==> src/rtl/freq_avg_buffer.sv <==
// Sliding-window mean over the last 2**DEPTH_LOG2 frequency samples of a measurement run.
// Optional FREQ_AVG_MINMAX_EN adds per-run min_freq/max_freq tracking outputs.
module freq_avg_buffer #(
   parameter int WIDTH      = 13,
   parameter int DEPTH_LOG2 = 3
) (
   input  logic                  Clock,
   input  logic                  nReset,
   input  logic                  start,
   input  logic [15:0]           samples_required,
   input  logic                  sample_valid,
   input  logic [WIDTH-1:0]      sample,
   input  logic [DEPTH_LOG2-1:0] rd_idx,
   output logic [WIDTH-1:0]      rd_data,
   output logic [WIDTH-1:0]      average,
   output logic                  avg_valid,
   output logic                  window_full,
   output logic                  busy,
   output logic                  done
`ifdef FREQ_AVG_MINMAX_EN
   ,
   output logic [WIDTH-1:0]      min_freq,
   output logic [WIDTH-1:0]      max_freq
`endif
);

   localparam int DEPTH = 2 ** DEPTH_LOG2;
   localparam int SUM_W = WIDTH + DEPTH_LOG2;
   localparam logic [DEPTH_LOG2:0] FULL_COUNT = (DEPTH_LOG2 + 1)'(DEPTH);

   typedef enum logic [1:0] {IDLE, RUN, DONE} state_t;

   state_t              state;
   logic [WIDTH-1:0]    window [DEPTH];
   logic [SUM_W-1:0]    sum;
   logic [SUM_W-1:0]    sum_next;
   logic [DEPTH_LOG2:0] fill_count;
   logic [15:0]         sample_count;
   logic [15:0]         req_count;

   assign rd_data     = window[rd_idx];
   assign window_full = (fill_count == FULL_COUNT);

   // The oldest entry is always part of sum, so subtracting it never underflows.
   always_comb begin
      sum_next = sum + SUM_W'(sample) - SUM_W'(window[DEPTH-1]);
   end

   always_ff @(posedge Clock or negedge nReset) begin
      if (!nReset) begin
         state        <= IDLE;
         for (int i = 0; i < DEPTH; i++) window[i] <= '0;
         sum          <= '0;
         fill_count   <= '0;
         sample_count <= '0;
         req_count    <= '0;
         average      <= '0;
         avg_valid    <= 1'b0;
         busy         <= 1'b0;
         done         <= 1'b0;
`ifdef FREQ_AVG_MINMAX_EN
         min_freq     <= '0;
         max_freq     <= '0;
`endif
      end else begin
         avg_valid <= 1'b0;
         case (state)
            IDLE: begin
               if (start) begin
                  state        <= RUN;
                  busy         <= 1'b1;
                  for (int i = 0; i < DEPTH; i++) window[i] <= '0;
                  sum          <= '0;
                  fill_count   <= '0;
                  sample_count <= '0;
                  req_count    <= samples_required;
`ifdef FREQ_AVG_MINMAX_EN
                  min_freq     <= '1;
                  max_freq     <= '0;
`endif
               end
            end
            RUN: begin
               // A zero-length run finishes without looking at sample_valid.
               if (req_count == 16'd0) begin
                  state <= DONE;
                  busy  <= 1'b0;
                  done  <= 1'b1;
               end else if (sample_valid) begin
                  for (int i = DEPTH - 1; i > 0; i--) window[i] <= window[i-1];
                  window[0]    <= sample;
                  sum          <= sum_next;
                  average      <= sum_next[SUM_W-1:DEPTH_LOG2];
                  avg_valid    <= 1'b1;
                  sample_count <= sample_count + 16'd1;
                  if (!window_full) fill_count <= fill_count + 1'b1;
`ifdef FREQ_AVG_MINMAX_EN
                  if (sample < min_freq) min_freq <= sample;
                  if (sample > max_freq) max_freq <= sample;
`endif
                  if (sample_count + 16'd1 == req_count) begin
                     state <= DONE;
                     busy  <= 1'b0;
                     done  <= 1'b1;
                  end
               end
            end
            DONE: begin
               state <= IDLE;
               done  <= 1'b0;
            end
            default: begin
               state <= IDLE;
               busy  <= 1'b0;
               done  <= 1'b0;
            end
         endcase
      end
   end

endmodule

==> config.mk <==
export PLATFORM = sky130hd
export DESIGN_NAME = freq_avg_buffer
export DESIGN_NICKNAME = d
export VERILOG_FILES = /design/src/rtl/freq_avg_buffer.sv
export SDC_FILE = /design/constraint.sdc
export NUM_CORES = 1
export LEC_CHECK = 0
export BUFFER_PORTS_ARGS = -buffer_cell sky130_fd_sc_hd__buf_2
export CAP_MARGIN = 30
export CORE_MARGIN = 4
export CORE_UTILIZATION = 40
export CTS_CLUSTER_DIAMETER = 200
export DETAILED_ROUTE_END_ITERATION = 7
export PLACE_DENSITY = 0.65
export SLEW_MARGIN = 20
export SYNTH_ARGS = -nofsm -noshare
export SYNTH_HDL_FRONTEND = slang
export SYNTH_SLANG_ARGS = --single-unit
==> constraint.sdc <==
create_clock -name Clock -period 3.1 [get_ports Clock]
set_input_delay 0.31 -clock Clock [delete_from_list [all_inputs] [get_ports Clock]]
set_output_delay 0.31 -clock Clock [all_outputs]
set_load 0.01 [all_outputs]
==> results.md <==
- Run status: completed
- DR vias: 7125
- Synth Register Bits: 174
- Register area share after synthesis: 0.469
- Worst-Skew Late Latency: 440 ps
- Reg2Reg Setup Slack: 190 ps
- Library cells used by synthesis: 60
- CP Max Fanout: 4
- Power per cell area: 1050 nW/um^2
- HP Class: in -> reg
- Vias in the first global route: 6974
- DRT iter0 DRCs: 449
- Hold wc startpoint: samples_required[8]
- Hold slack: 56.7 ps
- Top cell type's share of synthesized area: 0.469
- Post-Syn Area: 9280 sq um
- Startpoint Class: flop
- GRT Overall Usage: 0.180
- Most frequent CP cell: a21o_1
- Hold Path Cell Cnt: 3
- Largest cells by area after synthesis: dfrtp_1 47%, nand2_1 12%, mux4_2 6.3%
- Placed Area: 9970 sq um
- Nets: 1108
- N_diodes: 0
- CP required: 3390 ps
- Peak VDD IR: 0.582 mV
- CTS Buf Count: 17
- GR Overflow Total: 0
- Area leader, netlist: dfrtp_1
- Slew @ Worst Pin: 919 ps
- Area Growth Syn to Fin: 14.2%
- Setup violations, final: 0
- Final Cycle Share: 0.938
- Die W: 160 um
- Clk slew on worst S/H paths: 80 ps
- Die ar.: 25700 sq um
- I/O Pins: 66
- Mapped Cells: 996
- Fillers: 2168
- Post-CTS Setup Bufs: 0
- Count leader, synth: nand2_1
- DP Wirelength: 14900 um
- Buffers on Ports: 65
- CTS tree: done
- Synthesized Nets: 1064
- Fin Setup TNS: 0 ps
- Ys Warns: 0
- Fin. max-slew vios: 0
- Core area: 22700 sq um
- Vias per inst: 5.33
- Cell row count: 55
- Final worst path period need: 2910 ps
- Clock Path Buffers: 2
- Layout cells sized above 1: 0.172
- Crit path largest cell delay: 530 ps
- Drt first pass iters: 5
- Clock Tree Root: clkbuf_16
- Final hold vios: 0
- Final Cell Area: 10600 sq um
- Top FF cell, synth: dfrtp_1
- Crit-path slowest cell: fa_1
- WS Path Type: reg -> reg
- Synth cell count leaders: 291 x nand2_1, 174 x dfrtp_1, 99 x nand3_1
- Setup crit end kind: flop
- Routed len/inst: 16.9 um
- Max-Cap Viols: 0
- Crit path arrival time: 3200 ps
- Ys async rst share: 1.00
- Initial antenna violation count: 0
- R2R cell count: 11
- Die Ht: 160 um
- RSZ-0062 raised after global routing: false
- Cell leakage power: 5.24 nW
- Relative slew slack: 0.384
- First-pass GRT wire length: 37600 um
- Pre-CTS WS: 17.8 ps
- Clock Sinks: 174
- DRT Wirelength: 22600 um
- Fmax: 344 MHz
- Starting Density: 0.409
- Worst r2r dst: sum[13]
- WHS Endpoint: req_count[8]
- Clk_skew: 17.0 ps
- Final ANT Viol Nets: 0
- Pin count of the biggest net entering global routing: 112
- Reg-to-Reg Start: window[1]
- Routability cong.: 0.805
- Crit path cell chain: fa_1 -> inv_1 -> ha_1 -> a21o_1 -> a21o_1 -> a2111oi_2 -> buf_4 -> o21ai_0 -> a31oi_1 -> xor2_1 -> o22ai_1
- Final WS setup: 193 ps
- Post-synth EDFFs: 0
- H-tree depth: 4
- DRC Markers: 0
- Syn Area/Cell: 9.31 sq um
-- flip-flops by register name, indices dropped and copies added (netlist names) --
name,flops
avg_valid,1
sum,16
busy,1
average,13
window,104
sample_count,16
done,1
state,2
req_count,16
fill_count,4
-- area by class of cell --
type	instances	area, sq um	area share
inverters	61	229	0.0216
flip-flops and latches	174	4350	0.411
clock buffers	18	439	0.0415
repair buffers	88	589	0.0556
well taps	285	357	0.0337
clock inverters	14	160	0.0151
multi-input cells	698	4470	0.422
-- logic make-up (layout without fill, tap and decap cells) --
logic type	Yosys count	after routing	share of synthesized area
AO/OA/AOI/OAI	138	138	0.0939
XOR/XNOR	34	34	0.0336
adder cells (fa/ha/maj)	32	32	0.0537
buffers and inverters	124	181	0.0529
flip-flops	174	174	0.469
multiplexers	43	43	0.0842
AND/OR/NAND/NOR	451	451	0.213
-- stage by stage --
step / utilization / instances / power (mW)
2_1_floorplan: - / 996 / 7.41
3_3_place_gp: 0.438 / 1304 / 8.75
3_5_place_dp: 0.439 / 1305 / 8.91
4_1_cts: 0.466 / 1338 / 11.1
5_1_grt: 0.467 / 1338 / 12.1
6_report: 0.467 / 1338 / 11.1
-- report_power, final --
group	leakage [nW]	switching [mW]	total, mW	internal (mW)
combinational	2.71	2.72	4.95	2.23
sequential	2.24	0.783	3.99	3.20
clock	0.287	1.07	2.18	1.11
-- critical path, delay by kind of cell (launching register included) --
kind                       cells  cell delay (ps)
AOI/OAI and AO/OA              6             1110
xor gates and xnor gates       1              200
adders and majority gates      2              820
buffers and inverters          2              250
DFF                            1              410
-- how the worst max path moves through the flow --
stage	startpoint	end	slack [ps]	cells after the start
finish	window[1]	sum[13]	190	11
global route	window[1]	sum[8]	10	12
CTS	window[7]	sum[13]	70	10
detailed placement	sample[7]	sum[13]	20	12
global placement	sample[7]	sum[13]	60	12
floorplan	window[1]	sum[13]	310	10
-- placed cells by master, fill, tap and decap left out, types with 17 or more instances in the layout --
master	n
nand3_1	99
nor2_1	21
inv_1	60
nand2_1	290
buf_2	64
xnor2_1	17
o21ai_0	67
clkbuf_16	17
mux4_2	26
ha_1	19
dfrtp_1	174
-- repair_timing --
item / in CTS / in global routing
resized for setup: 0 / 4
endpoints found under the hold margin: 73 / 0
endpoints found under the setup margin: 0 / 7
hold buffers: 1 / 0
-- layer usage --
| layer | wire (um) | share of wire | global-route usage |
|---|---|---|---|
| met4 | 452 | 0.020 | 0.0591 |
| met3 | 682 | 0.030 | 0.0295 |
| met5 | 0 | 0 | 0 |
| met1 | 10500 | 0.47 | 0.251 |
| met2 | 10900 | 0.48 | 0.290 |
Note: power is estimated with default switching activity, not from simulation.
